===== src/rtl/fifo_sync_fwft_if.sv =====
// Handshake bundle for fifo_sync_fwft: write side (producer) and read side (consumer).
interface fifo_sync_fwft_if #(
  parameter int DATA_WIDTH = 8
);
  logic                  wr_valid;
  logic [DATA_WIDTH-1:0] wr_data;
  logic                  wr_ready;
  logic                  rd_valid;
  logic [DATA_WIDTH-1:0] rd_data;
  logic                  rd_ready;

  modport master (
    output wr_valid, wr_data, rd_ready,
    input  wr_ready, rd_valid, rd_data
  );

  modport slave (
    input  wr_valid, wr_data, rd_ready,
    output wr_ready, rd_valid, rd_data
  );
endinterface


===== src/rtl/fifo_sync_fwft.sv =====
// Synchronous first-word-fall-through FIFO with a registered output stage, any depth >= 2.
// Optional high-water mark behind macro FIFO_HWM_EN; checks behind ENABLE_FIFO_ASSERTIONS.
module fifo_sync_fwft #(
  parameter int DATA_WIDTH  = 8,
  parameter int FIFO_DEPTH  = 64,
  parameter int ADDR_WIDTH  = $clog2(FIFO_DEPTH),
  parameter int COUNT_WIDTH = $clog2(FIFO_DEPTH + 1)
) (
  input  logic                   clk,
  input  logic                   rst,
  input  logic                   flush,
  fifo_sync_fwft_if.slave        bus,
  input  logic [COUNT_WIDTH-1:0] af_thresh,
  input  logic [COUNT_WIDTH-1:0] ae_thresh,
  output logic                   full,
  output logic                   empty,
  output logic                   almost_full,
  output logic                   almost_empty,
  output logic [COUNT_WIDTH-1:0] count,
  output logic                   overflow,
  input  logic                   err_clr,
  output logic [COUNT_WIDTH-1:0] hwm
);

  logic [DATA_WIDTH-1:0]  mem [FIFO_DEPTH];
  logic [ADDR_WIDTH-1:0]  wr_ptr;
  logic [ADDR_WIDTH-1:0]  rd_ptr;
  logic                   stage_valid;
  logic [DATA_WIDTH-1:0]  stage_data;
  logic [COUNT_WIDTH-1:0] mem_count;
  logic                   accept;
  logic                   pop;
  logic                   load;
  logic                   mem_read;
  logic                   bypass;
  logic                   mem_write;

  function automatic logic [ADDR_WIDTH-1:0] next_ptr(input logic [ADDR_WIDTH-1:0] ptr);
    return (ptr == ADDR_WIDTH'(FIFO_DEPTH - 1)) ? '0 : ptr + ADDR_WIDTH'(1);
  endfunction

  assign full         = (count == COUNT_WIDTH'(FIFO_DEPTH));
  assign empty        = (count == '0);
  assign almost_full  = (count >= af_thresh);
  assign almost_empty = (count <= ae_thresh);

  assign bus.wr_ready = !full;
  assign bus.rd_valid = stage_valid;
  assign bus.rd_data  = stage_data;

  assign accept    = bus.wr_valid && !full && !flush;
  assign pop       = stage_valid && bus.rd_ready && !flush;
  // Entries parked in memory exclude the one sitting in the output stage.
  assign mem_count = count - COUNT_WIDTH'(stage_valid);
  assign load      = !stage_valid || pop;
  assign mem_read  = load && (mem_count != '0);
  assign bypass    = load && (mem_count == '0) && accept;
  assign mem_write = accept && !bypass;

  always_ff @(posedge clk) begin
    if (mem_write) begin
      mem[wr_ptr] <= bus.wr_data;
    end
  end

  always_ff @(posedge clk) begin
    if (rst || flush) begin
      wr_ptr      <= '0;
      rd_ptr      <= '0;
      count       <= '0;
      stage_valid <= 1'b0;
      if (rst) begin
        stage_data <= '0;
      end
    end else begin
      if (mem_write) begin
        wr_ptr <= next_ptr(wr_ptr);
      end
      if (mem_read) begin
        stage_data  <= mem[rd_ptr];
        rd_ptr      <= next_ptr(rd_ptr);
        stage_valid <= 1'b1;
      end else if (bypass) begin
        stage_data  <= bus.wr_data;
        stage_valid <= 1'b1;
      end else if (load) begin
        stage_valid <= 1'b0;
      end
      if (accept && !pop) begin
        count <= count + COUNT_WIDTH'(1);
      end else if (pop && !accept) begin
        count <= count - COUNT_WIDTH'(1);
      end
    end
  end

  // A rejected write takes priority over a same-edge clear.
  always_ff @(posedge clk) begin
    if (rst) begin
      overflow <= 1'b0;
    end else if (bus.wr_valid && full && !flush) begin
      overflow <= 1'b1;
    end else if (err_clr) begin
      overflow <= 1'b0;
    end
  end

`ifdef FIFO_HWM_EN
  logic [COUNT_WIDTH-1:0] hwm_reg;

  // Clearing restarts tracking from the occupancy present at that edge.
  always_ff @(posedge clk) begin
    if (rst) begin
      hwm_reg <= '0;
    end else if (err_clr) begin
      hwm_reg <= count;
    end else if (count > hwm_reg) begin
      hwm_reg <= count;
    end
  end

  assign hwm = hwm_reg;
`else
  assign hwm = '0;
`endif

`ifdef ENABLE_FIFO_ASSERTIONS
  a_count_range: assert property (@(posedge clk) disable iff (rst)
    count <= COUNT_WIDTH'(FIFO_DEPTH));
  a_full_empty: assert property (@(posedge clk) disable iff (rst)
    !(full && empty));
  a_stall_stable: assert property (@(posedge clk) disable iff (rst)
    (stage_valid && !bus.rd_ready && !flush) |=> $stable(stage_data));
`endif

endmodule


===== src/flat_wrapper.sv =====
// flat-port wrapper written by rule: the top's interface ports become plain ports
module fifo_sync_fwft_flat 
#(
  parameter int DATA_WIDTH  = 8,
  parameter int FIFO_DEPTH  = 64,
  parameter int ADDR_WIDTH  = $clog2(FIFO_DEPTH),
  parameter int COUNT_WIDTH = $clog2(FIFO_DEPTH + 1)
)
  (clk, rst, flush, af_thresh, ae_thresh, full, empty, almost_full, almost_empty, count, overflow, err_clr, hwm, bus_wr_valid, bus_wr_data, bus_rd_ready, bus_wr_ready, bus_rd_valid, bus_rd_data);
  fifo_sync_fwft_if #(.DATA_WIDTH(DATA_WIDTH)) bus_i ();
  input  logic clk;
  input  logic rst;
  input  logic flush;
  input  logic [COUNT_WIDTH-1:0] af_thresh;
  input  logic [COUNT_WIDTH-1:0] ae_thresh;
  output logic full;
  output logic empty;
  output logic almost_full;
  output logic almost_empty;
  output logic [COUNT_WIDTH-1:0] count;
  output logic overflow;
  input  logic err_clr;
  output logic [COUNT_WIDTH-1:0] hwm;
  input wire logic [$bits(bus_i.wr_valid)-1:0] bus_wr_valid;
  input wire logic [$bits(bus_i.wr_data)-1:0] bus_wr_data;
  input wire logic [$bits(bus_i.rd_ready)-1:0] bus_rd_ready;
  output wire logic [$bits(bus_i.wr_ready)-1:0] bus_wr_ready;
  output wire logic [$bits(bus_i.rd_valid)-1:0] bus_rd_valid;
  output wire logic [$bits(bus_i.rd_data)-1:0] bus_rd_data;
  assign bus_i.wr_valid = bus_wr_valid;
  assign bus_i.wr_data = bus_wr_data;
  assign bus_i.rd_ready = bus_rd_ready;
  assign bus_wr_ready = bus_i.wr_ready;
  assign bus_rd_valid = bus_i.rd_valid;
  assign bus_rd_data = bus_i.rd_data;
  fifo_sync_fwft #(.DATA_WIDTH(DATA_WIDTH), .FIFO_DEPTH(FIFO_DEPTH), .ADDR_WIDTH(ADDR_WIDTH), .COUNT_WIDTH(COUNT_WIDTH)) u_core (.clk(clk), .rst(rst), .flush(flush), .bus(bus_i), .af_thresh(af_thresh), .ae_thresh(ae_thresh), .full(full), .empty(empty), .almost_full(almost_full), .almost_empty(almost_empty), .count(count), .overflow(overflow), .err_clr(err_clr), .hwm(hwm));
endmodule

===== config.mk =====
export PLATFORM = sky130hd
export DESIGN_NAME = fifo_sync_fwft_flat
export DESIGN_NICKNAME = d
export VERILOG_FILES = /design/src/rtl/fifo_sync_fwft_if.sv /design/src/rtl/fifo_sync_fwft.sv /design/src/flat_wrapper.sv
export SDC_FILE = /design/constraint.sdc
export NUM_CORES = 1
export LEC_CHECK = 0
export CAP_MARGIN = 10
export CELL_PAD_IN_SITES_DETAIL_PLACEMENT = 0
export CELL_PAD_IN_SITES_GLOBAL_PLACEMENT = 1
export CORE_ASPECT_RATIO = 1.4
export CORE_UTILIZATION = 30
export DETAILED_ROUTE_END_ITERATION = 10
export GPL_TIMING_DRIVEN = 0
export PLACE_DENSITY_LB_ADDON = 0.1
export REMOVE_ABC_BUFFERS = 1
export SLEW_MARGIN = 20
export SYNTH_ARGS = -nofsm -noshare
export SYNTH_HDL_FRONTEND = slang
export SYNTH_SLANG_ARGS = --single-unit

===== constraint.sdc =====
create_clock -name clk -period 2.7 [get_ports clk]
set_input_delay 0.54 -clock clk [delete_from_list [all_inputs] [get_ports clk]]
set_output_delay 0.54 -clock clk [all_outputs]
set_load 0.1 [all_outputs]

; Word level (Yosys, flattened, before mapping)
; Memories as Yosys holds them, arrays and structs flattened. A register that Yosys moved wholly into a read port is not among the register bits.
; Index checks and enable logic that the tools add are counted.
[word_totals]
reg_bits = 29
ram_bits = 512
out_inout_bits = 29
wordCells = 63
memories = 1
[classes]
add_sub_neg = 5
n_lt_le_gt_ge = 2
n_eq_ne = 4
mux = 17
n_reduce_logical = 28
[mem_list]
columns = memory, words, word_bits, rd, rd_ports_with_merged_regs, wr, line_no
row1 = u_core.mem, 64, 8, 1, 1, 1, fifo_sync_fwft.sv:25  ; logic [DATA_WIDTH-1:0] mem [FIFO_DEPTH];
[ops]
columns = op, count
row1 = 2-to-1 mux 8 bit, 4
row2 = 2-to-1 mux 6 bit, 4
row3 = logical NOT 7 bit, 2
row4 = 2-to-1 mux 7 bit, 2
row5 = adder 6 x 1 -> 6 bit (second input constant), 2
row6 = equality test 6 bit (second input constant), 2
row7 = logical AND 1 bit, 12
row8 = adder 7 x 1 -> 7 bit (second input constant), 1
row9 = equality test 7 bit (second input constant), 1
row10 = greater-or-equal comparator 7 bit, 1
row11 = less-or-equal comparator 7 bit, 1
row12 = 2-to-1 mux 1 bit, 7
row13 = nonzero test 7 bit, 1
row14 = subtractor 7 x 1 -> 7 bit, 1
row15 = subtractor 7 x 1 -> 7 bit (second input constant), 1
row16 = logical NOT 1 bit, 6
row17 = nonzero test 3 bit, 2
row18 = nonzero test 2 bit, 2
row19 = logical OR 1 bit, 2
row20 = inequality test 2 bit (second input constant), 1
row21 = AND reduction 2 bit, 1

; Longest topological paths before layout
[logic_depth]
ltp_word = 9
mapped_depth = 11

; Worst setup path before layout
; OpenSTA, ideal clock, no wires.
[synth_timing]
path_kind = register to output
from = reg u_core.count[0]
to = out almost_full
arrival_ns = 4.101
setup_slack_ns = -1.941
stages_incl_launch_ff = 9
n_path_buf = 0
cell_sequence = dfxtp_1 -> inv_1 -> ha_1 -> nand2b_1 -> a21o_1 -> a21o_1 -> a21o_1 -> a21oi_1 -> o21ai_0
[synth_via]
elab_chain_len = 1
[synth_lines]
columns = element, line_no
row1 = start: declaration, fifo_sync_fwft.sv:19  ; output logic [COUNT_WIDTH-1:0] count,
row2 = start signal: assignment, fifo_sync_fwft.sv:90  ; count <= count + COUNT_WIDTH'(1);
row3 = start signal: assignment, fifo_sync_fwft.sv:92  ; count <= count - COUNT_WIDTH'(1);
row4 = greater-or-equal comparator 7 bit, fifo_sync_fwft.sv:44  ; assign almost_full = (count >= af_thresh);
row5 = end: declaration, flat_wrapper.sv:18  ; output logic almost_full;
; Every way passes these cells.

; Final worst setup path
; Ends and elaborated chain as after synthesis.

==> results list <==
* Floorplan core area: 71800 um2
* Crit Path Class: reg -> out
* Leakage power summed over all cells: between 8 and 9 nW
* Synth Area per Inst: 19.5 um2
* H-tree level count: 2
- Counting instances, the worst hold path has a depth of 1.
* Leading post-synthesis cells by cell area: sky130_fd_sc_hd__edfxtp_1 (71%), sky130_fd_sc_hd__mux4_2 (13%), sky130_fd_sc_hd__dfxtp_1 (2.5%)
- Drt initial violations: 799
- Port Buffer Count: 49
* Synthesis-to-finish area growth: 22.1%
* Root Buffer: sky130_fd_sc_hd__clkbuf_16
- Worst Skew: between 0.04 and 0.05 ns
* Endpoint type of the worst setup path: primary output
- After clock tree synthesis, the clock-pin slew on the worst setup and hold paths is approximately 0.06 ns.
* Most frequent cells in the layout: sky130_fd_sc_hd__edfxtp_1 (520), sky130_fd_sc_hd__mux4_2 (131), sky130_fd_sc_hd__clkbuf_16 (56), sky130_fd_sc_hd__buf_4 (55), sky130_fd_sc_hd__nor2_4 (50)
- Using the TritonRoute via totals, the vias-per-cell ratio works out to 4.95.
- Hold Startpoint: bus_wr_data[4]
* Library cells used by synthesis: between 50 and 60
- Proportion of synthesized chip area in sequential cells: about 74%
- Synthesis Warnings: 0
- Clk sinks: 547
- Clock insertion delay at the later pin of the skew report: ~0.64 ns
- Result of the run: complete, but fails checks
- The initial antenna violation count was 0.
* Slew margin rel.: ~33%
- TritonCTS built the clock tree.
- Proportion of register bits with asynchronous set or reset after synthesis: 0%
- In the finished design, the share of the clock period the worst path needs comes to 103%.
- Drt drc: 0
* Die W: about 230 um
- Count of pins over their slew limit: 0
- Power density normalized to cell area: about 710 nW/um2
* Wire length of the first global-routing pass: between 80 and 90 mm
- In this run, post-CTS hold repair placed 0 buffers.
- In the final layout, flip-flops and latches occupy between 15000 and 20000 um2.
- 0 antenna diodes ended up in the layout.
- The path with the worst hold slack has its endpoint at u_core.mem[50][4].
- For this run, the total global-route usage over all layers was measured as between 10% and 20%.
- At the worst endpoint, the required time is ~2.2 ns.
- Highest net fanout along the worst path: 4
- Violations in the final reports: setup timing
* Post-route worst setup slack: -0.0902 ns
- Setup violations remaining at the end of the flow were counted as 1.
- STA classifies the critical path startpoint as a register.
* Max_cap viols: 0
- Worst reg-to-reg path cell count: 9
* Maximum number of pins on one net before global-route repair: 66
- Post-layout power: between 0.015 and 0.02 W
* Number of synthesized flops with an enable pin: 520
- Setup slack on the worst reg-to-reg path comes out at about 0.08 ns.
* Cell count after synthesis: ~1100
- In this run the remaining antenna-violating nets after routing total 0.
* DIE HEIGHT: 322 um
- In this run, CTS created clock tree buffers numbering 55.
* Total Nets Final: 1297
- Number of core rows: approximately 120
- Crit path DAT: approximately 2.3 ns
* Number of filler cells placed in the layout: between 6000 and 7000
- Top cell type's share of synthesized area: a little under three quarters
* Prevailing post-synth register cell: sky130_fd_sc_hd__edfxtp_1
- The longest clock path from root to sink contains 3 buffers.
- The number of global-route vias before repair is around 12000.
- Setup repair after global routing missed its margin: true
* Most frequent standard cell in the layout excluding fill and tap cells: sky130_fd_sc_hd__edfxtp_1
* Final core utilization: about 37%
- The total overflow left after global routing is 0.
- The pre-antenna-repair detailed-routing pass consisted of 5 iterations.
* Count of endpoints failing hold in the final timing report: 0
* Actual transition at the worst max-transition pin: around 1.0 ns
- Total vias in the final route: 11100
* Final critical path time including I/O delays and setup: 2.79 ns
- Wires add up to 60.4 mm.
- Worst vdd ir: approximately 0.45 mV
* Area occupied by multi-input gates: 6010 um2
- For this design the top-level I/O count stands at 57.
- Share of cells above drive strength 1: between 30% and 40%
* Wire length per cell: 27.0 um
- At the end of routability-driven placement, the weighted congestion stood at roughly 0.76.
- The endpoint identified for the worst register-to-register timing path is u_core.bus.rd_data[1].
- The biggest area contributor in the post-synthesis netlist is sky130_fd_sc_hd__edfxtp_1.
- Floorplan die area: between 70000 and 80000 um2
* Post-detailed-placement half-perimeter wirelength: between 30 and 40 mm
- Counting flops and latches in the post-synthesis netlist gives 547.
- Area of the mapped netlist: 21900 um2
* Worst min-delay path category: in -> reg
* Initial core utilization: between 30% and 40%
- Max Fclk: 0.358 GHz
worst max-delay path by stage:
stage                    start                     to  depth (start not counted)  slack, ns
4_1_cts        u_core.count[0]            almost_full                          9      -0.17
2_1_floorplan         register  u_core.bus.rd_data[6]                          4      -4.26
3_3_place_gp          register  u_core.bus.rd_data[6]                          4      -8.26
6_report       u_core.count[0]            almost_full                          9      -0.09
3_5_place_dp             flush      u_core.mem[50][5]                          7      -2.09
5_1_grt        u_core.count[0]            almost_full                          9      -0.21
worst max-delay path, stage by stage (launching register included):
cell and delay, ns:
sky130_fd_sc_hd__dfxtp_4 0.40, sky130_fd_sc_hd__inv_4 0.06, sky130_fd_sc_hd__ha_4 0.20, sky130_fd_sc_hd__nand2b_4 0.13, sky130_fd_sc_hd__a21o_1 0.15, sky130_fd_sc_hd__a21o_1 0.15, sky130_fd_sc_hd__a21o_1 0.16, sky130_fd_sc_hd__a21oi_2 0.13
sky130_fd_sc_hd__o21ai_2 0.09, sky130_fd_sc_hd__buf_12 0.17
routing by layer:
layer	vias to the layer above	GRT usage, %	wire (um)
met2	231	29.2	31200
met4	0	6.08	1940
met3	87	2.50	2070
li1	4844	-	-
met1	5892	20.6	25200
met5	-	0	0
timing repair:
| item | CTS | global route |
|---|---|---|
| endpoints found under the hold margin | 0 | 0 |
| setup buffers | 44 | 14 |
| endpoints found under the setup margin | 548 | 33 |
| pin swaps | 19 | 11 |
| gates cloned | 4 | 0 |
| resized for setup | 208 | 25 |
layout make-up:
class,instances,share of cell area (%)
sequential,547,60.6
multi-input combinational,492,22.5
timing repair buffer,124,5.46
clock buffer,70,5.45
tap,944,4.42
clock inverter,33,1.16
inverter,24,0.380
synth_stat cells (5+ instances only):
master,count
sky130_fd_sc_hd__a21o_1,7
sky130_fd_sc_hd__a21oi_1,17
sky130_fd_sc_hd__a221oi_1,8
sky130_fd_sc_hd__a22o_1,8
sky130_fd_sc_hd__a22oi_1,8
sky130_fd_sc_hd__and2_1,6
sky130_fd_sc_hd__buf_1,8
sky130_fd_sc_hd__buf_2,9
sky130_fd_sc_hd__buf_4,11
sky130_fd_sc_hd__buf_6,7
sky130_fd_sc_hd__clkbuf_1,26
sky130_fd_sc_hd__dfxtp_1,27
sky130_fd_sc_hd__edfxtp_1,520
sky130_fd_sc_hd__ha_1,24
sky130_fd_sc_hd__inv_1,24
sky130_fd_sc_hd__mux2i_1,14
sky130_fd_sc_hd__mux4_1,5
sky130_fd_sc_hd__mux4_2,130
sky130_fd_sc_hd__nand2_1,26
sky130_fd_sc_hd__nand2b_1,7
sky130_fd_sc_hd__nand3_1,12
sky130_fd_sc_hd__nand3b_1,8
sky130_fd_sc_hd__nand4_1,6
sky130_fd_sc_hd__nor2_1,92
sky130_fd_sc_hd__nor2b_1,6
sky130_fd_sc_hd__nor3_1,7
sky130_fd_sc_hd__nor4_1,12
sky130_fd_sc_hd__o21ai_0,7
sky130_fd_sc_hd__o22ai_1,21
sky130_fd_sc_hd__xnor2_1,5
sky130_fd_sc_hd__xor2_1,9
metrics by stage:
stage | hold WS, ns | setup TNS [ns] | setup WS (ns) | instance area [um2] | cells
floorplan | 0.463 | -336.53 | -4.26 | 21500 | 1063
global placement | 0.466 | -1289.14 | -8.26 | 23200 | 2056
detailed placement | 0.474 | -867.68 | -2.09 | 23500 | 2070
CTS | 0.156 | -0.168 | -0.168 | 26500 | 2221
global route | 0.190 | -0.347 | -0.207 | 26700 | 2234
finish | 0.192 | -0.0902 | -0.0902 | 26700 | 2234
sequential cells by signal, indices dropped and copies added, names as in the netlist, named ones only:
name and cells:
u_core.mem 512, u_core.wr_ptr 6, u_core.overflow 1, u_core.rd_ptr 6, u_core.bus.rd_data 8, u_core.count 7
u_core.bus.rd_valid 1
cell families after synthesis:
kind of cell | synth area share (%)
and+or+nand+nor | 4.43
adders and majority gates | 1.46
DFF | 73.9
buffers and inverters | 2.01
AOI/OAI and AO/OA | 3.04
xor gates and xnor gates | 0.561
muxes | 14.6
other | 0.0171
report_power, final:
group / internal (W) / switching, W / leakage (nW)
Sequential: 0.00933 / 0.0000377 / 4.91
Clock: 0.00429 / 0.00334 / 0.844
Combinational: 0.000819 / 0.00115 / 2.54
Note: power is estimated with default switching activity, not from simulation.
